`config.mk`:
```
export PLATFORM = sky130hd
export DESIGN_NAME = rate_hex_counter_flat
export DESIGN_NICKNAME = d
export VERILOG_FILES = /design/src/rtl/rate_hex_counter_pkg.sv /design/src/rtl/rate_hex_counter_if.sv /design/src/rtl/rate_divider.sv /design/src/rtl/rate_hex_counter.sv /design/src/flat_wrapper.sv
export SDC_FILE = /design/constraint.sdc
export NUM_CORES = 1
export LEC_CHECK = 0
export CORE_UTILIZATION = 58
export DETAILED_ROUTE_END_ITERATION = 10
export PLACE_DENSITY_LB_ADDON = 0.05
export SLEW_MARGIN = 30
export SYNTH_ARGS = -nofsm -noshare
export SYNTH_HDL_FRONTEND = slang
export SYNTH_HIERARCHICAL = 1
export SYNTH_SLANG_ARGS = --single-unit
```
`constraint.sdc`:
```
create_clock -name clock -period 3.2 [get_ports clock]
set_clock_uncertainty 0.2 [all_clocks]
set_input_delay 0.64 -clock clock [delete_from_list [all_inputs] [get_ports clock]]
set_output_delay 0.64 -clock clock [all_outputs]
set_load 0.05 [all_outputs]
```
`src/rtl/rate_hex_counter_pkg.sv`:
```
// rate_hex_counter_pkg: speed encodings and divider reload helper shared by the rate counter files
package rate_hex_counter_pkg;
   typedef enum logic [1:0] {SPD_FULL = 2'b00, SPD_1HZ = 2'b01, SPD_HALF = 2'b10, SPD_QUARTER = 2'b11} speed_e;
   function automatic int reload(input logic [1:0] s, input int hz);
      return s == SPD_FULL ? 0 : s == SPD_1HZ ? hz - 1 : s == SPD_HALF ? 2 * hz - 1 : 4 * hz - 1;
   endfunction
endpackage

```
`src/rtl/rate_hex_counter_if.sv`:
```
// rate_hex_counter_if: control inputs (enable, speed, par_load, load_val) and outputs (count, tick) of the rate counter
interface rate_hex_counter_if;
   import rate_hex_counter_pkg::*;
   logic       enable;
   logic [1:0] speed;
   logic       par_load;
   logic [3:0] load_val;
   logic [3:0] count;
   logic       tick;
   modport master (output enable, speed, par_load, load_val, input count, tick);
   modport slave (input enable, speed, par_load, load_val, output count, tick);
endinterface

```
`src/rtl/rate_divider.sv`:
```
// rate_divider: reloadable down-counter with speed-change detect; ports clock, reset, enable, par_load, speed in, tick out
module rate_divider
   import rate_hex_counter_pkg::*;
#(
   parameter int CLK_HZ = 50_000_000
) (
   input  logic       clock,
   input  logic       reset,
   input  logic       enable,
   input  logic       par_load,
   input  logic [1:0] speed,
   output logic       tick
);
   localparam int W = $clog2(4 * CLK_HZ);
   logic [W-1:0] div, rl;
   logic [31:0]  r32;
   logic [1:0]   spd_q;
   logic         zero, chg;
   always_comb begin
      r32  = reload(speed, CLK_HZ);
      rl   = r32[W-1:0];
      zero = div == '0;
      chg  = speed != spd_q;
      tick = enable & zero & ~par_load & ~reset & ~chg;
   end
   always_ff @(posedge clock)
      if (reset || par_load || chg) begin
         div   <= rl;
         spd_q <= speed;
      end else if (enable) div <= zero ? rl : div - W'(1);
endmodule

```
`src/rtl/rate_hex_counter.sv`:
```
// rate_hex_counter: hex digit counter advanced at a selectable rate; ports clock, reset, bus (enable, speed, par_load, load_val, count, tick)
module rate_hex_counter
   import rate_hex_counter_pkg::*;
#(
   parameter int CLK_HZ = 50_000_000
) (
   input logic               clock,
   input logic               reset,
   rate_hex_counter_if.slave bus
);
   logic       tick;
   logic [3:0] cnt;
   rate_divider #(.CLK_HZ(CLK_HZ)) u_div (
      .clock    (clock),
      .reset    (reset),
      .enable   (bus.enable),
      .par_load (bus.par_load),
      .speed    (bus.speed),
      .tick     (tick)
   );
   always_ff @(posedge clock)
      cnt <= reset ? 4'h0 : bus.par_load ? bus.load_val : tick ? cnt + 4'h1 : cnt;
   assign bus.count = cnt;
   assign bus.tick  = tick;
endmodule

```
`src/flat_wrapper.sv`:
```
// flat-port wrapper written by rule: the top's interface ports become plain ports
module rate_hex_counter_flat import rate_hex_counter_pkg::*;
#(
   parameter int CLK_HZ = 50_000_000
)
  (clock, reset, bus_enable, bus_speed, bus_par_load, bus_load_val, bus_count, bus_tick);
  rate_hex_counter_if bus_i ();
  input logic clock;
  input logic reset;
  input wire logic [$bits(bus_i.enable)-1:0] bus_enable;
  input wire logic [$bits(bus_i.speed)-1:0] bus_speed;
  input wire logic [$bits(bus_i.par_load)-1:0] bus_par_load;
  input wire logic [$bits(bus_i.load_val)-1:0] bus_load_val;
  output wire logic [$bits(bus_i.count)-1:0] bus_count;
  output wire logic [$bits(bus_i.tick)-1:0] bus_tick;
  assign bus_i.enable = bus_enable;
  assign bus_i.speed = bus_speed;
  assign bus_i.par_load = bus_par_load;
  assign bus_i.load_val = bus_load_val;
  assign bus_count = bus_i.count;
  assign bus_tick = bus_i.tick;
  rate_hex_counter #(.CLK_HZ(CLK_HZ)) u_core (.clock(clock), .reset(reset), .bus(bus_i));
endmodule
```
Yosys cells after proc, flatten, opt, wreduce, memory -nomap -nowiden
Cells that the tools add are included.

word-level totals
  bits in registers = 34
  input port bits = 10
  output and inout port bits = 5
  word-level logic and storage cells = 29

operators by class
  $add $sub $neg = 2
  eq/ne operators = 3
  multiplexer cells = 8
  bitwise gates (word level) = 7
  reduce and logical (&&, ||, !) cells = 6

operators with widths
  cell                   number
  $mux 28                6
  $logic_not 28->1       1
  $sub 28x1->28 const B  1
  $mux 4                 2
  $add 4x1->4 const B    1
  $and 1x1->1            4
  $reduce_bool 2->1      2
  $not 1->1              3
  $eq 2x1->1 const B     1
  $eq 2x2->1 const B     1
  $logic_not 2->1        1
  $logic_or 1x1->1       2
  $ne 2x2->1             1

Longest topological paths before layout
Gate-level depths: netlist of run 1.

  word-level depth = 7
  mapped depth = 8
  gate-level depth less buffers = 8

By module
Netlist of run 1, hierarchy kept.

modules (own cells, without submodules)
  module            times used  cells an instance  area an instance (µm²)  sequential area each (µm²)
  rate_divider      1           169                1826.8                  900.9
  rate_hex_counter  1           22                 205.2                   80.1

Worst setup path before layout of run 1
Ideal clock, no wire load.

  kind = flip-flop to flip-flop
  start point = register u_core.u_div.div[3]
  end point = register u_core.cnt[3] (netlist: u_core/bus.count[3])
  data arrival time = 3.408 ns
  slack = -0.522 ns
  stages on the path, launching flop included = 9
  buffers on the path = 1
  period minus slack after synthesis = 3.722 ns
  cells stage by stage = edfxtp_1 -> or4_1 -> buf_2 -> nor4_2 -> nand3_1 -> nor3_1 -> nand4_1 -> xnor2_1 -> o21a_1

on the way
  cells in the longest elaborated chain, start to end = 6

RTL lines
  element                      line                    RTL
  start: declaration           rate_divider.sv:15      logic [W-1:0] div, rl;
  start signal: assignment     rate_divider.sv:28      div <= rl;
  start signal: assignment     rate_divider.sv:30      end else if (enable) div <= zero ? rl : div - W'(1);
  $logic_not 28->1             rate_divider.sv:22      zero = div == '0;
  $and 1x1->1 (4 in series)    rate_divider.sv:24      tick = enable & zero & ~par_load & ~reset & ~chg;
  net bus_tick                 flat_wrapper.sv:15      output wire logic [$bits(bus_i.tick)-1:0] bus_tick;
  $reduce_bool 2->1 (no line)  -
  end signal: assignment       rate_hex_counter.sv:22  cnt <= reset ? 4'h0 : bus.par_load ? bus.load_val : tick ? cnt + 4'h1 : cnt;
  end: declaration             rate_hex_counter.sv:12  logic [3:0] cnt;

The timed path passes the listed nets, and every way through them passes these cells.
A chain may end at the register's enable or synchronous reset.

Worst setup path after layout of run 1
  start point = register u_core.u_div.div[15]
  end point = output port bus_tick

on the way
  cells in the longest elaborated chain, start to end = 5

RTL lines
  element                    line
  $logic_not 28->1           rate_divider.sv:22
  $and 1x1->1 (4 in series)  rate_divider.sv:24
  end: declaration           flat_wrapper.sv:15

No other way between the ends.

==> flow_summary.ini, run 1 <==
[route]
viasPerCell = 5.64
drc_errors = 0
first_pass_iters = 4
drt_iter0_drc = 71
drt-total-wl_mm = 4.11
wire_per_inst_um = 15.4
vias = 1501
postRouteAntennaNets = 0

[floorplan]
rows = 21
core_area_um2 = 3340
die_h_um = 61.2
die-width_um = 61.2
top_level_ports = 15
initial_core_util_pct = 60.9
dieArea_um2 = 3740

[cts]
clkLatencyLatePin_ns = 0.34
hold_buffers = 0
ctsHtreeMaxLevel = 2
clkTransAtPathRegs_ns = 0.11
tritoncts = built
numCtsBuffers = 5
clkSinkCount = 34
cts_root_buf = clkbuf_4
cts_buffer_depth = 2

[worst_setup_path]
cp-end-kind = output port
crit_buf_inv = 1
crit_path_cell_trace = or4_4, and4bb_4, nand3_2, nor3_4, buf_12
path_class = flip-flop to output port
slowest_delay_ns = 0.57
cp.required_ns = 2.36
startpoint = u_core/u_div/div[15]$_DFFE_PP_
cp-start-kind = flip-flop
worst-r2r-cell-count = 6
worst_path_max_delay_cell = or4_4
crit_cells = 5
r2r_end = u_core/u_div/div[21]$_DFFE_PP_
reg2reg_slack_ns = 0.43
worstPathMaxFanout = 6
cp-endpoint = bus_tick
worstReg2RegStart = u_core/u_div/div[3]$_DFFE_PP_
worst-endpoint-arrival_ns = 2.26
crit_family = simple AND/OR/NAND/NOR gates

[global_routing]
grt_pass1_vias = 1401
grt_antenna_before_repair = 0
grt_max_degree = 29
grt_overflow = 0
grt_first_pass_wirelength_mm = 6.41
grtUsageTotal_pct = 24.3

[layout]
stdcell_count = 266
nets = 238
antenna_cells = 0
utilization_pct = 72.0
nFillCells = 255
final_layout_size_suffix_gt1_share_pct = 16.4
syn_to_final_growth_pct = 18.3

[timing]
slew_viol_final = 0
min_period_ns = 3.10
finalHoldViolCount = 0
slew_headroom_pct = 58.3
grt_setup_unrepaired = no
fmax_mhz = 323
tns_ns = 0
period_share_pct = 96.9
worstMarginPinSlew_ns = 0.621
finalSetupViolCount = 0

[yosys]
synth_area_um2 = 2030
synth_seq_area_share_pct = 48.3
ys_warn_count = 6
synth-seq-cells = 34
synth_cells = 191
netlist-cell-type-count = 35
avgSynthCellArea_um2 = 10.6
syn-num-nets = 210

[power]
p_switching_mw = 0.259
p_total_mw = 0.935
power.leakage_nw = 0.871
clkPwrFrac_pct = 24.1
p_comb_share_pct = 15.4
p_int_mw = 0.676
p_per_area_nw_per_um2 = 389
ir_worst_vdd_mv = 0.283
seqPwrFrac_pct = 60.5
swShare_pct = 27.7

[placed_design]
place_hpwl_mm = 2.95
placed_cells = 254
io_buffers = 14
routabilityCongestion = 0.771

[worst_hold_path]
hold_class = flip-flop to flip-flop

[outcome]
status = finished clean

[run]
cap_violations = 0
worst min-delay path by stage:
stage / start / to / slack [ns] / cells after the start
after floorplan: u_core/u_div/div[0]$_DFFE_PP_ / u_core/u_div/div[0]$_DFFE_PP_ / 0.39 / 1
after global placement: u_core/bus.count[3]$_SDFFE_PP0P_ / u_core/bus.count[3]$_SDFFE_PP0P_ / 0.37 / 2
after detailed placement: u_core/bus.count[3]$_SDFFE_PP0P_ / u_core/bus.count[3]$_SDFFE_PP0P_ / 0.38 / 2
after CTS: u_core/bus.count[3]$_SDFFE_PP0P_ / u_core/bus.count[3]$_SDFFE_PP0P_ / 0.41 / 2
after global routing: u_core/bus.count[3]$_SDFFE_PP0P_ / u_core/bus.count[3]$_SDFFE_PP0P_ / 0.43 / 2
final: u_core/bus.count[3]$_SDFFE_PP0P_ / u_core/bus.count[3]$_SDFFE_PP0P_ / 0.40 / 2
power by group through the flow:
stage	Combinational, mW	Clock, mW	Sequential (mW)
finish	0.144	0.226	0.566
global route	0.158	0.247	0.571
CTS	0.140	0.227	0.566
detailed placement	0.130	0	0.577
global placement	0.125	0	0.574
floorplan	0.0755	0	0.578
sequential cells by signal (all words and copies together), names as in the netlist:
register / flops
u_core/u_div/div: 28
u_core/u_div/spd_q: 2
u_core/bus.count: 4
metrics by stage:
step	area, um2	hold slack (ns)	setup WS [ns]
final	2400	0.398	0.0994
after global routing	2400	0.431	0.0240
after floorplan	2040	0.388	0.0494
after detailed placement	2290	0.384	0.142
after CTS	2390	0.409	0.0266
after global placement	2290	0.366	0.186
layout by cell type (no fill, tap or decap), types with 2 or more instances in the layout:
cell,n
buf_4,15
nor4_4,2
nor3_1,5
nor4_1,5
clkdlybuf4s50_1,13
nand3_1,5
ha_1,9
edfxtp_1,30
dfxtp_1,4
nand2b_1,4
or4_1,3
mux2i_1,2
xor2_1,15
inv_1,7
xnor2_1,15
or4_4,2
o21a_1,2
a21oi_1,25
nor2b_1,3
nand2_1,5
nor2_1,21
clkbuf_4,5
and2_1,2
or3_1,2
worst min-delay path, stage by stage, from the launching register on:
cell,delay (ns)
dfxtp_1,0.36
xnor2_1,0.12
o21a_1,0.10
area by class of cell:
class	instances	area, um2	area share (%)
clock buffer	6	41.3	1.72
sequential	34	981	40.8
clock inverter	2	8.76	0.364
multi-input combinational	142	1030	42.7
tap	46	57.6	2.39
timing repair buffer	29	263	10.9
inverter	7	26.3	1.09
cells by family (layout without fill, tap and decap cells):
| kind of cell | Yosys count | count (layout) | share of synthesized area, % |
|---|---|---|---|
| buffers and inverters | 15 | 44 | 3.32 |
| and+or+nand+nor | 70 | 70 | 20.4 |
| DFF | 34 | 34 | 48.3 |
| muxes | 3 | 3 | 1.54 |
| AOI/OAI and AO/OA | 30 | 30 | 7.94 |
| xor gates and xnor gates | 30 | 30 | 12.9 |
| adders and majority gates | 9 | 9 | 5.54 |
layer usage:
layer / share of wire [%] / global-route usage [%]
met4: 1.5 / 9.09
met1: 45 / 30.4
met2: 50 / 40.8
met3: 4.2 / 5.88
met5: 0 / 0
Yosys cell counts, drive strengths merged:
| cell | count | area [um2] |
|---|---|---|
| nor4 | 8 | 77.6 |
| and4 | 1 | 8.76 |
| xor2 | 15 | 131 |
| or4b | 1 | 13.8 |
| dfxtp | 4 | 80.1 |
| nor2 | 21 | 78.8 |
| xnor2 | 15 | 131 |
| o21a | 2 | 15.0 |
| mux2 | 1 | 11.3 |
| clkbuf | 4 | 15.0 |
| and2 | 2 | 12.5 |
| or3b | 1 | 8.76 |
| nand2 | 5 | 18.8 |
| nand3 | 6 | 30.0 |
| or4 | 5 | 37.5 |
| nor3 | 7 | 40.0 |
| a21oi | 26 | 134 |
| nand4 | 1 | 6.26 |
| or3 | 2 | 12.5 |
| mux2i | 2 | 20.0 |
| a31oi | 2 | 12.5 |
| nor3b | 1 | 7.51 |
| or2 | 1 | 6.26 |
| edfxtp | 30 | 901 |
| nand2b | 4 | 25.0 |
| buf | 4 | 26.3 |
| nor2b | 3 | 18.8 |
| inv | 7 | 26.3 |
| ha | 9 | 113 |
| and4bb | 1 | 12.5 |
repair_timing:
| action | 4_1_cts | 5_1_grt |
|---|---|---|
| setup buffers | 3 | 1 |
| pin swaps | 1 | 0 |
| setup endpoints to repair | 1 | 1 |
| resized for setup | 5 | 1 |
(Power assumes the default switching activity.)
==> run 2, diff against run 1 <==
--- a/config.mk
+++ b/config.mk
@@ -5,7 +5,7 @@
 export SDC_FILE = /design/constraint.sdc
 export NUM_CORES = 1
 export LEC_CHECK = 0
-export CORE_UTILIZATION = 58
+export CORE_UTILIZATION = 52
 export DETAILED_ROUTE_END_ITERATION = 10
 export PLACE_DENSITY_LB_ADDON = 0.05
 export SLEW_MARGIN = 30
==> constraint.sdc (replaced) <==
create_clock -name clock -period 2.75 [get_ports clock]
set_clock_uncertainty 0.2 [all_clocks]
set_input_delay 0.55 -clock clock [delete_from_list [all_inputs] [get_ports clock]]
set_output_delay 0.55 -clock clock [all_outputs]
set_load 0.05 [all_outputs]
==> run 2 against run 1 <==
  * Highest routed layer unchanged
  * Setup slack worse by 0.17 ns
  * Die area is 11% higher
  * Register-to-register slack worse by 0.46 ns
  * Count of clock-buffer cells in the layout is 2 higher
  * Largest power group unchanged
  * Via count is 6.3% higher
  * Cell count is 10% higher
  * Power is 33% higher
  * The run now ends with setup timing left
==> flow_summary.ini, run 2 (synthesis results as in run 1) <==
[outcome]
status = finished with violations
violations = setup timing

[layout]
nets = 263
antenna_cells = 0
stdcell_count = 293
ff_latch_area_um2 = 981
multiInputGateArea_um2 = 1060
nFillCells = 261
top_register = u_core/u_div/div
layout_commonest_cell = buf_4
syn_to_final_growth_pct = 31.9
largest_reg_flops = 28
design_area_um2 = 2680
final_layout_size_suffix_gt1_share_pct = 27.8
utilization_pct = 72.1
most-common-layout-cells = buf_4, edfxtp_1, a21oi_1

[cts]
cts_root_buf = clkbuf_8
numCtsBuffers = 5
cts_buffer_depth = 2
clkTransAtPathRegs_ns = 0.07
tritoncts = built
ctsHtreeMaxLevel = 2
clkLatencyLatePin_ns = 0.28
clkSinkCount = 34

[placed_design]
placed_cells = 281
io_buffers = 14
routabilityCongestion = 0.820
dp_slack_ns = -0.221
postPlaceCellArea_um2 = 2530
place_hpwl_mm = 3.18

[floorplan]
die-width_um = 64.5
initial_core_util_pct = 54.7
rows = 22
die_h_um = 64.5
dieArea_um2 = 4160
core_area_um2 = 3720
top_level_ports = 15

[power]
power.leakage_nw = 1.04
p_per_area_nw_per_um2 = 466
ir_worst_vdd_mv = 0.363

[worst_setup_path]
worst_path_max_delay_cell = or4_4
cp.required_ns = 2.00
worst-endpoint-arrival_ns = 2.07
cp-end-kind = output port
slowest_delay_ns = 0.58
crit_path_cell_trace = or4_4, nor4_4, nand3_2, nor3_4, buf_12
cp-start-kind = flip-flop
worstPathMaxFanout = 2
path_class = flip-flop to output port

[global_routing]
grt_max_degree = 29
grt_first_pass_wirelength_mm = 7.42
grtUsageTotal_pct = 23.3
grt_pass1_vias = 1585
grt_antenna_before_repair = 0
grt_overflow = 0

[route]
drt-total-wl_mm = 4.51
vias = 1595
drc_errors = 0
drt_iter0_drc = 76
wire_per_inst_um = 15.4
viasPerCell = 5.44
first_pass_iters = 4
postRouteAntennaNets = 0

[timing]
finalHoldViolCount = 0
grt_setup_unrepaired = yes
slew_headroom_pct = 64.6
worstMarginPinSlew_ns = 0.527
min_period_ns = 2.82
fmax_mhz = 355
slew_viol_final = 0
setup_slack_ns = -0.0701
period_share_pct = 103
finalSetupViolCount = 2

[worst_hold_path]
hold_class = flip-flop to flip-flop

[run]
cap_violations = 0
[run 2: timing repair]
| item | in CTS | in global routing |
|---|---|---|
| gates resized for setup | 3 | 5 |
| endpoints found under the setup margin | 13 | 14 |
| pin swaps | 2 | 4 |
| hold buffers | 0 | 0 |
| setup buffers | 2 | 2 |
[run 2: per-stage QoR]
stage / hold slack [ns] / setup TNS [ns] / power (mW)
3_5_place_dp: 0.367 / -5.03 / 0.869
2_1_floorplan: 0.388 / -0.175 / 0.768
4_1_cts: 0.382 / -0.0898 / 1.24
6_report: 0.377 / -0.104 / 1.25
3_3_place_gp: 0.349 / -3.05 / 0.860
5_1_grt: 0.433 / -0.332 / 1.30
[run 2: worst max-delay path: cells and delay by family (launching register included)]
kind,cells,cell delay [ns]
buf+inv,1,0.17
simple gates,4,1.24
flops,1,0.39
[run 2: worst paths after layout]
kind	start	end	slack, ns	cells past startpoint
setup / recovery	u_core/u_div/div[9]$_SDFFCE_PP0P_	bus_tick	-0.07	5
hold / removal	u_core/bus.count[3]$_SDFFE_PP0P_	u_core/bus.count[3]$_SDFFE_PP0P_	0.38	2
setup reg to reg	u_core/u_div/div[9]$_SDFFCE_PP0P_	u_core/u_div/div[21]$_DFFE_PP_	-0.03	6
hold reg to reg	u_core/bus.count[3]$_SDFFE_PP0P_	u_core/bus.count[3]$_SDFFE_PP0P_	0.38	2
[run 2: layer usage]
| metal | GRT usage [%] | vias to the layer above | wire, um |
|---|---|---|---|
| met5 | 0 | - | 0 |
| met4 | 7.22 | 0 | 81 |
| met3 | 4.05 | 12 | 153 |
| met2 | 38.0 | 35 | 2190 |
| met1 | 31.4 | 759 | 2080 |
| li1 | - | 789 | - |
[run 2: layout make-up]
type	count	area share, %
clock buffer	8	3.36
multi-input combinational	142	39.6
inverter	7	0.980
timing repair buffer	54	17.2
sequential	34	36.6
tap	48	2.24
[run 2: report_power, final]
part	switching (mW)	total [mW]	leakage [nW]	internal, mW
Sequential	0.0358	0.648	0.342	0.612
Clock	0.175	0.379	0.0455	0.204
Combinational	0.111	0.221	0.651	0.110
==> run 3, diff against run 2 <==
--- a/config.mk
+++ b/config.mk
@@ -7,6 +7,7 @@
 export LEC_CHECK = 0
 export CORE_UTILIZATION = 52
 export DETAILED_ROUTE_END_ITERATION = 10
+export GPL_ROUTABILITY_DRIVEN = 0
 export PLACE_DENSITY_LB_ADDON = 0.05
 export SLEW_MARGIN = 30
 export SYNTH_ARGS = -nofsm -noshare
==> results of run 3 <==
No change in the layout: final DEF, timing and power equal those of run 2.
